--- src/rtl/banco_de_flags.sv ---
// Parametrised flag register for the PEPE-8 datapath: masked ALU flag capture,
// a save/restore stack for calls/interrupts and one selectable condition bit.
module banco_de_flags #(
  parameter int N_FLAGS     = 4,
  parameter int STACK_DEPTH = 4,
  parameter int SEL_W       = 4
) (
  input  logic               clk,
  input  logic               rst,
  input  logic [SEL_W-1:0]   sel_f,
  input  logic               escr_f,
  input  logic [N_FLAGS-1:0] mask_f,
  input  logic [N_FLAGS-2:0] r_flag,
  input  logic               bit_maior_peso,
  input  logic               push_f,
  input  logic               pop_f,
  output logic [N_FLAGS-1:0] flags,
  output logic               s_flag,
  output logic               stack_full,
  output logic               stack_empty,
  output logic               stack_err
);

  localparam int SP_W  = $clog2(STACK_DEPTH + 1);
  localparam int IDX_W = (STACK_DEPTH > 1) ? $clog2(STACK_DEPTH) : 1;

  logic [N_FLAGS-1:0] r_flags;
  logic [N_FLAGS-1:0] r_stack [STACK_DEPTH];
  logic [SP_W-1:0]    r_sp;
  logic               r_err;

  logic [N_FLAGS-1:0] w_wr_data;
  logic [N_FLAGS-1:0] w_written;
  logic               w_full;
  logic               w_empty;
  logic               w_do_push;
  logic               w_do_pop;
  logic               w_push_only;
  logic               w_pop_only;
  logic [IDX_W-1:0]   w_push_idx;
  logic [IDX_W-1:0]   w_pop_idx;
  logic [SP_W-1:0]    w_sp_dec;
  int unsigned        w_idx;
  logic               w_raw;

  assign w_wr_data   = {bit_maior_peso, r_flag};
  assign w_written   = (r_flags & ~mask_f) | (w_wr_data & mask_f);
  assign w_full      = (r_sp == SP_W'(STACK_DEPTH));
  assign w_empty     = (r_sp == '0);
  assign w_push_only = push_f & ~pop_f;
  assign w_pop_only  = pop_f & ~push_f;
  assign w_do_push   = w_push_only & ~w_full;
  assign w_do_pop    = w_pop_only & ~w_empty;
  assign w_sp_dec    = r_sp - 1'b1;
  assign w_push_idx  = r_sp[IDX_W-1:0];
  assign w_pop_idx   = w_sp_dec[IDX_W-1:0];

  always_ff @(posedge clk) begin
    if (rst) begin
      r_flags <= '0;
      r_sp    <= '0;
      r_err   <= 1'b0;
    end else begin
      // A successful pop wins over the flag write; a failed pop does not.
      if (w_do_pop)
        r_flags <= r_stack[w_pop_idx];
      else if (escr_f)
        r_flags <= w_written;

      if (w_do_push)
        r_sp <= r_sp + 1'b1;
      else if (w_do_pop)
        r_sp <= w_sp_dec;

      if ((w_push_only && w_full) || (w_pop_only && w_empty))
        r_err <= 1'b1;
    end
  end

  always_ff @(posedge clk) begin
    if (!rst && w_do_push)
      r_stack[w_push_idx] <= r_flags;
  end

  // Indices beyond the stored flags read as "always" (or "never" when inverted).
  assign w_idx = 32'(sel_f[SEL_W-2:0]);

  always_comb begin
    w_raw = 1'b1;
    for (int i = 0; i < N_FLAGS; i++)
      if (w_idx == 32'(i))
        w_raw = r_flags[i];
  end

  assign flags       = r_flags;
  assign s_flag      = w_raw ^ sel_f[SEL_W-1];
  assign stack_full  = w_full;
  assign stack_empty = w_empty;
  assign stack_err   = r_err;

endmodule

--- config.mk ---
export PLATFORM = sky130hd
export DESIGN_NAME = banco_de_flags
export DESIGN_NICKNAME = d
export VERILOG_FILES = /design/src/rtl/banco_de_flags.sv
export SDC_FILE = /design/constraint.sdc
export NUM_CORES = 1
export LEC_CHECK = 0
export CORE_ASPECT_RATIO = 1.2
export CORE_MARGIN = 2
export CORE_UTILIZATION = 54
export DETAILED_ROUTE_END_ITERATION = 6
export PLACE_DENSITY = 0.94
export SETUP_SLACK_MARGIN = 0.15
export SYNTH_ARGS = -nofsm -noshare
export SYNTH_HDL_FRONTEND = slang
export SYNTH_SLANG_ARGS = --single-unit
--- constraint.sdc ---
create_clock -name clk -period 2.84 [get_ports clk]
set_input_delay 0.426 -clock clk [delete_from_list [all_inputs] [get_ports clk]]
set_output_delay 0.426 -clock clk [all_outputs]
set_load 0.01 [all_outputs]
# Word-level counts from Yosys, hierarchy flattened
# Memory sizes are Yosys's and may differ from the RTL's.
# Cells that the tools add are included.
[op_classes] addsub=2 mul=0 div_mod_pow=0 order_cmp=0 eq_ne=4 n_shift=0 muxes=10 bitwise=13 reduce_logical=9
[op_table] op="$logic_not 32->1" count=1
[op_table] op="$and 4x4->4" count=2
[op_table] op="$mux 4" count=2
[op_table] op="$eq 3x2->1 const B" count=2
[op_table] op="$mux 1" count=6
[op_table] op="$mux 3" count=2
[op_table] op="$and 1x1->1" count=4
[op_table] op="$not 1->1" count=4
[op_table] op="$not 4->4" count=1
[op_table] op="$or 4x4->4" count=1
[op_table] op="$reduce_bool 2->1" count=2
[op_table] op="$add 3x1->3 const B" count=1
[op_table] op="$eq 3x1->1 const B" count=1
[op_table] op="$eq 3x3->1 const B" count=1
[op_table] op="$logic_and 1x1->1" count=3
[op_table] op="$logic_not 3->1" count=1
[op_table] op="$sub 3x1->3 const B" count=1
[op_table] op="$logic_not 1->1" count=1
[op_table] op="$logic_or 1x1->1" count=1
[op_table] op="$xor 1x1->1" count=1
[word_totals] ff_bits=8 latchBits=0 ramBits=16 romBits=0 inputBits=17 out_inout_bits=8 mem_count=1
[memory_table] name="r_stack" depth=4 word_bits=4 rd=1 rd_clocked_by_memory_dff=0 write_ports=1 line="28" text="logic [N_FLAGS-1:0] r_stack [STACK_DEPTH];"

# Logic depth before layout (Yosys ltp)
# Gate-level depths: netlist (run 1).
[depth] depth_word=6 depth_mapped=9

# Worst setup path after synthesis (run 1)
# Ideal clock, no wire load.
[synth_timing] path_type="flip-flop to flip-flop" from="register r_sp[0]" to="memory r_stack[0][0], enable pin" setup_ps=309 arrival_time_ps=1608 required_time_ps=2531 setup_slack_ps=923 path_stages_with_launch=8 path_buffers=2 period_less_slack_ps=1917 path_cell_list="dfxtp_1 buf_2 inv_1 ha_1 buf_6 and2_1 nor3_1 and2_1"
[synth_between] elab_chain_len=6
[synth_lines] item="from (decl)" line="29" text="logic [SP_W-1:0] r_sp;"
[synth_lines] item="from (signal assigned)" line="71" text="r_sp <= r_sp + 1'b1;"
[synth_lines] item="from (signal assigned)" line="73" text="r_sp <= w_sp_dec;"
[synth_lines] item="$eq 3x3->1" line="48" text="assign w_full = (r_sp == SP_W'(STACK_DEPTH));"
[synth_lines] item="net stack_full" line="19" text="output logic stack_full,"
[synth_lines] item="$not 1->1" line="52" text="assign w_do_push = w_push_only & ~w_full;"
[synth_lines] item="$and 1x1->1" line="52"
[synth_lines] item="$logic_and 1x1->1" line="81" text="if (!rst && w_do_push)"
[synth_lines] item="$mux 1" line="81"
[synth_lines] item="$mux 1 (not written as such)" line="82" text="r_stack[w_push_idx] <= r_flags;"
[synth_lines] item="to (decl)" line="28"
# The timed path passes the listed nets, and every way through them passes these cells.

# Worst setup path in the final report (run 1)
[layout_timing] from="register r_sp[1]" to="output stack_empty"
[layout_between] elab_chain_len=1
[layout_lines] item="$logic_not 3->1" line="49" text="assign w_empty = (r_sp == '0);"
[layout_lines] item="to (decl)" line="20" text="output logic stack_empty,"
# No other way between the ends.

==> summary.md, run 1 <==
For the number of H-tree levels, the log shows 1. The slew at the pin closest to its max-slew limit was 0.4174 ns. The startpoint identified for the worst hold timing path is stack_err. Cells with a size suffix above 1 make up 15.57% of the layout. The tools report the number of fill cells as 165. The number of top-level pins came out at 25. The total wirelength of the detailed-routed design was 2543 µm.

In this run the worst setup path begins at r_sp[1]. The number of antenna violations at the first check in global routing came out at 0. The mapped netlist covers 1270 µm². In the final timing run, aggregate negative setup slack is 0 ns.

The number of synthesized flops with an enable pin was 16. Classification of the worst setup path: flop to primary output. Once placement completed, the tool counted placed cells totaling 149. The placed wire-length estimate after detailed placement came out at 1937 µm. TritonCTS built the clock tree.

For the number of max-slew violations in the final report, the log shows 0. The run gives 50.44% as the register area share after synthesis. Sorting the synthesized cells by area gives the leading types as edfxtp_1 38%, dfxtp_1 13%, mux4_2 8.9%, ha_1 4.9%, a311oi_2 4.7%. The wire length of the first global-routing pass was 3891 µm; the post-CTS repair timing setup buffer count was 0.

Number of endpoints with negative hold slack in the final report: 0. The floorplan step set the die height to 57.13 µm. Total of endpoints with negative setup slack in the final report: 0. In this run the power density over the cells is 490.5 nW/µm². The run finished with clean final reports. In this run the clock root is driven by a clkbuf_4. STA classifies the critical path startpoint as a flop. The run gives 121 as the number of nets produced by synthesis. The combined flip-flop and latch cell area was 640.6 µm². The most instantiated library cell after synthesis is edfxtp_1. The maximum number of pins on one net before global-route repair is 14, and the final instance area is 1535 µm².

The tools report the relative slew slack as 72.17%. From left edge to right edge, the die measures 48.27 µm. The run gives 19 as the row count. Of all nets on the critical path, the largest fanout is 9.

The tools report the count of instances resized after the clock tree is built as 0. The synthesized design spends more area on one cell type than any other, namely edfxtp_1. After detailed routing, the average wire length per cell comes to 16.62 µm. The total number of nets in the final design came out at 145. The min-delay analysis places its worst path in the category flop to flop. Launch point of the worst reg-to-reg path: r_sp[1]. Static timing analysis puts the maximum clock frequency at 0.4106 GHz. VDD sags by at most 0.3098 mV. The detailed router finished its first iteration with 17 violations.

The total clock sinks was 24. The worst path in the final design needs a cycle of 2.436 ns, including I/O delays and setup. Sorting the synthesized cells by how often they occur yields 16 x edfxtp_1, 11 x nand2_1, 8 x dfxtp_1. The clock latency reported for the late side of the worst-skew pair was 0.32 ns; the clock slew seen by the registers of the worst setup and hold paths was 0.13 ns. At the end of routability-driven placement, the weighted congestion stood at 0.7814. A synthesized cell averages 12.83 µm². The worst register-to-register path has a setup slack of 0.78 ns.

Of the post-synthesis cell area, the dominant cell type holds 37.83%. The area of the placeable core was 2258 µm²; the count of buffers from port buffering was 24. Counting distinct cell types in the post-synthesis netlist gives 32. The number of antenna diodes in the final layout is 0. The share of async-settable or async-resettable flops after synthesis was 0%; the via count normalized by instance count was 5.549.

Synthesis handed over a netlist of 99 instances. STA classifies the critical path endpoint as a primary output. In this run the static leakage power is 0.5323 nW. The remaining global-route overflow is 0, and the post-detailed-route DRC marker count is 0. In the synthesized netlist the dominant register cell turns out to be edfxtp_1. The run gives 564.3 µm² as the area of combinational cells with multiple inputs. Measured on the finished design, the core utilization comes to 67.98%.

For the final database, setup skew stands at 0.007314 ns. Max-cap violations in this run came to 0. Setup repair after global routing left no endpoint under its margin. Leaving out filler cells and counting taps, the final layout contains 153. The run gives 2757 µm² as the full die area. The number of clock buffers added by TritonCTS is 3. Of the available clock period, the critical path in the final layout requires 85.76%.

Global routing used 21.02% of the available tracks. The clock tree buffer depth was 2; the first-pass iteration count of the detailed router was 4. The tools report the data required time at the worst endpoint as 2.41 ns. Cts-stage hold buffer count: 0. The number of global-route vias before repair is 851. From synthesis to final layout, the design area changed by 20.89%. For this run, the number of Yosys warnings is 0. The total of flip-flops plus latches after synthesis came out at 24.

Once detail routing completed, the nets flagged for antenna violations numbered 0. In this run the cell area measured after placement is 1506 µm². STA puts the critical path data arrival time at 2.01 ns. The starting density of the core was 56.23%; the vias after detailed routing was 849.
-- cells by family (layout without fill, tap and decap cells) --
group / count (synthesis) / count (layout) / share of synthesized area [%]
AO/OA/AOI/OAI: 15 / 15 / 12.41
XOR/XNOR: 3 / 3 / 2.069
adder cells (fa/ha/maj): 5 / 5 / 4.926
buffers and inverters: 9 / 32 / 5.122
flip-flops: 24 / 24 / 50.44
multiplexers: 5 / 5 / 8.867
AND/OR/NAND/NOR: 38 / 38 / 16.16
-- per-stage QoR --
| step | hold slack (ns) | total power, mW | setup WS, ns |
|---|---|---|---|
| after floorplan | 0.5025 | 0.5426 | 0.9234 |
| after global placement | 0.4560 | 0.6029 | 0.2229 |
| after detailed placement | 0.4981 | 0.6117 | 0.1558 |
| after CTS | 0.5273 | 0.7606 | 0.1559 |
| after global routing | 0.5564 | 0.7878 | 0.3371 |
| final | 0.5077 | 0.7531 | 0.4044 |
-- final cells by class --
class | count | area share (%)
Inverter | 2 | 0.4890
Tap cell | 31 | 2.526
Multi-Input combinational cell | 66 | 36.76
Clock inverter | 1 | 0.2445
Timing Repair Buffer | 26 | 16.79
Clock buffer | 3 | 1.467
Sequential cell | 24 | 41.73
-- cells in the final DEF, fill, tap and decap left out, types with 2 or more instances in the layout --
master           synthesis  layout
clkdlybuf4s50_1          0      23
edfxtp_1                16      16
nand2_1                 11      11
dfxtp_1                  8       8
nor2_1                   7       7
and2_1                   5       5
mux4_2                   5       5
ha_1                     5       5
nand3_1                  4       4
a311oi_2                 4       4
xnor2_1                  3       3
a21oi_1                  3       3
clkbuf_4                 0       3
inv_1                    2       2
nand2b_4                 2       2
nor3_1                   2       2
a211oi_1                 2       2
buf_4                    2       2
-- worst max-delay path, stage by stage (launching register included) --
cell	delay, ns
dfxtp_1	0.37
inv_1	0.18
ha_1	0.39
nor2b_2	0.22
clkdlybuf4s50_1	0.54
-- final timing paths --
check	end	cells after the start
setup / recovery	stack_empty	4
hold / removal	stack_err	2
setup reg to reg	r_stack[0][1]	5
hold reg to reg	stack_err	2
-- report_power, final --
group	leakage [nW]	switching, mW	internal (mW)	total, mW
sequential	0.214	0.0164	0.391	0.407
combinational	0.303	0.0885	0.106	0.194
clock	0.0154	0.0998	0.0515	0.151
total	0.532	0.205	0.548	0.753
-- per-layer routing --
layer / vias to the layer above / wire length, µm / share of wire (%) / track usage (%)
met5: - / 0 / 0 / 0
met4: 0 / 49 / 1.9 / 8.880
met3: 5 / 121 / 4.8 / 4.430
met2: 34 / 1377 / 54 / 34.02
met1: 400 / 994 / 39 / 26.17
li1: 410 / - / - / -
Power figures use the tool's default switching activity.
==> inputs of run 2 (changes only) <==
--- a/config.mk
+++ b/config.mk
@@ -5,10 +5,12 @@
 export SDC_FILE = /design/constraint.sdc
 export NUM_CORES = 1
 export LEC_CHECK = 0
+export ABC_AREA = 1
 export CORE_ASPECT_RATIO = 1.2
 export CORE_MARGIN = 2
 export CORE_UTILIZATION = 54
 export DETAILED_ROUTE_END_ITERATION = 6
+export GPL_ROUTABILITY_DRIVEN = 0
 export PLACE_DENSITY = 0.94
 export SETUP_SLACK_MARGIN = 0.15
 export SYNTH_ARGS = -nofsm -noshare
==> run 2 against run 1 <==
Against the previous run: via count up 29%; combinational power grew 61%; register-to-register slack is essentially flat; worst hold slack got worse by 0.013 ns; power rose by 34%; clock power rose by 66%; core utilization is 1.8 points higher; clock-buffer cell count stayed put; synthesized cell count rose by 56%; cell count up 37%; clock skew fell by 0.0029 ns; die area fell by 1.5%; critical path type unchanged; largest power group unchanged.
==> summary.md, run 2 <==
Classification of the worst setup path: flop to primary output (unchanged). The logs give 0 ns (unchanged) for the final-layout setup total negative slack and 1,095 (was 849) for the vias after detailed routing. The clock skew is 0.004427 ns (was 0.007314 ns).

The number of max-slew violations in the final report is 0 (unchanged). The via count normalized by instance count works out to 5.214 (was 5.549). Setup repair after global routing left no endpoint under its margin. The max capacitance violation total was 0 (unchanged).

The count of buffers from port buffering was 24 (unchanged); the remaining global-route overflow was 0 (unchanged). The maximum single-stage delay on the critical path was 0.52 ns (was 0.54 ns). The total of endpoints with negative setup slack in the final report was 0 (unchanged). The post-place setup slack came out at 0.4950 ns (was 0.1558 ns). The number of synthesized flops with an enable pin was 16 (unchanged). The run gives 0.32 ns (about the same) as the clock latency reported for the late side of the worst-skew pair.

Most common cell after layout, fill and taps aside: nand2_1 (was clkdlybuf4s50_1). The vertical die dimension works out to 56.71 µm (was 57.13 µm). Number of top-level pins: 25 (unchanged).

The reg2reg setup slack was 0.77 ns (was 0.78 ns). The routed wirelength normalized by instance count works out to 13.09 µm (was 16.62 µm). List of most frequent post-synthesis cells: 49 x nand2_1, 22 x inv_1, 18 x nor2_1 (was 16 x edfxtp_1, 11 x nand2_1, 8 x dfxtp_1). The internal power summed over all cells was 0.6867 mW (was 0.5484 mW); the number of diodes was 0 (unchanged). The run gives 17 (was 32) as the count of different cell masters after synthesis. The biggest fanout along the worst timing path came out at 17 (was 9).

Start point of the critical path: r_sp[0] (was r_sp[1]). The sort of element at the start of the critical path is a flop (unchanged). Synthesized area: 1250 µm² (was 1270 µm²). The slew at the pin closest to its max-slew limit works out to 0.3903 ns (was 0.4174 ns).

The cell with the largest stage delay on the worst path is dfxtp_2 (was clkdlybuf4s50_1). The run gives 0 (unchanged) as the number of endpoints with negative hold slack in the final report. The data required time at the worst endpoint is 2.41 ns (about the same), and the maximum number of pins on one net before global-route repair is 18 (was 14). The number of fill cells is 175 (was 165).

Ratio of final minimum period to clock period: 87.42% (was 85.76%). The run finished with clean final reports. For the cts-stage hold buffer count, the log shows 0 (unchanged).

The run gives 0 (unchanged) as the post-detailed-route DRC marker count. Most frequent cells in the layout: 49 x nand2_1, 24 x clkdlybuf4s50_1, 22 x inv_1 (was 23 x clkdlybuf4s50_1, 16 x edfxtp_1, 11 x nand2_1). The tools report the final worst hold slack as 0.4947 ns (was 0.5077 ns). Cells along the critical path: inv_1 > ha_1 > nand2_1 > inv_1 > clkdlybuf4s50_1 (was inv_1 > ha_1 > nor2b_2 > clkdlybuf4s50_1). Top cells by area in the synthesized netlist: edfxtp_1 38%, nand2_1 15%, dfxtp_1 13%, nand3_1 6.8%, inv_1 6.6% (was edfxtp_1 38%, dfxtp_1 13%, mux4_2 8.9%, ha_1 4.9%, a311oi_2 4.7%).

The clock tree buffer depth came out at 2 (unchanged). The total number of nets in the final design is 202 (was 145). The clock slew seen by the registers of the worst setup and hold paths is 0.13 ns (about the same), and the number of cells in the design after placement is 206 (was 149). Total of flip-flops plus latches after synthesis: 24 (unchanged). TritonCTS built the clock tree. The total wirelength of the detailed-routed design was 2749 µm (was 2543 µm); the share of async-settable or async-resettable flops after synthesis was 0% (unchanged).

The antenna violation net count after detailed routing was 0 (unchanged); the row count was 19 (unchanged). The type of the worst min-delay path was flop to flop (unchanged). Worst path arrival time: 2.06 ns (was 2.01 ns). Smallest setup slack after layout: 0.3574 ns (was 0.4044 ns). For the total clock sinks, the log shows 24 (unchanged).

The portion of total power attributed to sequential cells is 44.3% (was 54.1%). The cell that appears most often on the critical path is inv_1. The tools report the number of nets produced by synthesis as 176 (was 121). The maximum clock rate was 0.4028 GHz (was 0.4106 GHz). The fraction of power spent switching nets is 31.96% (was 27.18%), and the count of yosys warnings during synthesis is 0 (unchanged). The cell type contributing the most total cell area after synthesis is edfxtp_1 (unchanged). Clock root buffer: clkbuf_4 (unchanged).

The number of H-tree levels was 1 (unchanged); the total power divided by cell area was 646.8 nW/µm² (was 490.5 nW/µm²). The placed wire-length estimate after detailed placement was 1978 µm (was 1937 µm); the global-route usage over all layers was 24.02% (was 21.02%). The top cell type's share of synthesized area came out at 38.44% (was 37.83%). The number of antenna violations at the first check in global routing was 0 (unchanged); the relative slew slack was 73.88% (was 72.17%). For the area of the placeable core, the log shows 2235 µm² (was 2258 µm²).

The run gives 24.7% (was 20.1%) as the clock network fraction of design power. The violation count after the first detailed-route iteration was 66 (was 17); the combined flip-flop and latch cell area was 641.9 µm² (was 640.6 µm²). The kind of end point of the critical path is a primary output (unchanged). The run gives 0.3225 mW (was 0.2047 mW) as the net load switching power. The tools report the synthesized instance count as 154 (was 99).

The number of buffers inserted during clock tree synthesis was 3 (unchanged). The run gives 30.9% (was 25.8%) as the combinational share of power. Horizontal extent of the die: 47.92 µm (was 48.27 µm). The launch point of the worst reg-to-reg path is r_sp[0] (was r_sp[1]). The starting density of the core came out at 55.94% (was 56.23%). The average footprint of a synthesized cell came out at 8.117 µm² (was 12.83 µm²). Full die area: 2717 µm² (was 2757 µm²).

The register area share after synthesis is 51.25% (was 50.44%), and the maximum vdd drop is 0.5344 mV (was 0.3098 mV). The area of combinational cells with multiple inputs is 504.2 µm² (was 564.3 µm²), and the fraction of final layout cells with drive strength greater than 1 is 7.821% (was 15.57%). Main flop type after synthesis: edfxtp_1 (unchanged).

The most instantiated library cell after synthesis was nand2_1 (was edfxtp_1). The wire length of the first global-routing pass is 4629 µm (was 3891 µm). The tools report the leakage dissipation as 0.7116 nW (was 0.5323 nW). The first-pass iteration count of the detailed router was 4 (unchanged); the count of placed standard cells in the final layout, fillers left out was 210 (was 153). The startpoint of the worst hold path was stack_err (unchanged). The final critical-path required period came out at 2.483 ns (was 2.436 ns). Post-synthesis to final-layout area growth: 24.83% (was 20.89%).

The number of global-route vias before repair is 1,055 (was 851).
[run 2: changes by cell type after synthesis, moves of 3 or more]
cell,before,now
and2_1,5,0
mux4_2,5,0
nand2_1,11,49
inv_1,2,22
nand3_2,0,3
or2_2,0,4
nand3_1,4,17
a311oi_2,4,0
xnor2_1,3,0
nor2_1,7,18
[run 2: per-stage QoR]
stage | power (mW) | area [µm²] | util (%)
finish | 1.009 | 1560 | 69.82
global route | 1.066 | 1560 | 69.82
CTS | 1.005 | 1560 | 69.82
detailed placement | 0.7585 | 1506 | 67.41
global placement | 0.7360 | 1506 | 67.41
floorplan | 0.6417 | 1250 | -
[run 2: critical path, delay by kind of cell (launching register included)]
kind	cells	cell delay [ns]
flops	1	0.52
simple gates	1	0.15
fa+ha+maj	1	0.29
buf+inv	3	0.76
[run 2: area by class of cell]
cell class | count | area share [%]
clock buffers | 3 | 1.443
multi-input cells | 105 | 32.32
flip-flops and latches | 24 | 41.14
well taps | 31 | 2.486
inverters | 22 | 5.293
clock inverters | 1 | 1.925
repair buffers | 24 | 15.40
[run 2: what timing repair did]
item                                    4_1_cts  5_1_grt
setup buffers                                 0        0
gates resized for setup                       1        0
hold endpoints to repair                      0        0
endpoints found under the setup margin        2        0
[run 2: per-layer routing]
metal / vias to the layer above / GRT usage (%) / share of wire (%)
met5: - / 0 / 0
met4: 0 / 11.20 / 2.6
met3: 9 / 4.180 / 8.3
met2: 61 / 40.00 / 54
met1: 486 / 28.36 / 35
li1: 539 / - / -
[run 2: power groups by stage]
stage / registers [mW] / clock network [mW] / logic [mW]
final: 0.447 / 0.250 / 0.312
after global routing: 0.450 / 0.261 / 0.354
after CTS: 0.446 / 0.245 / 0.313
after detailed placement: 0.453 / 0 / 0.305
after global placement: 0.449 / 0 / 0.287
after floorplan: 0.443 / 0 / 0.199
[run 2: kinds of logic after synthesis]
kind of cell,count (synthesis),share of synthesized area (%)
AND/OR/NAND/NOR,95,33.33
buffers and inverters,25,8.408
adder cells (fa/ha/maj),5,5.005
flip-flops,24,51.25
AO/OA/AOI/OAI,5,2.002
[run 2: final timing paths]
check / endpoint / depth (start not counted)
worst max-delay path: stack_empty / 5
worst min-delay path: stack_err / 2
worst max register to register: r_stack[0][1] / 5
worst min register to register: stack_err / 2
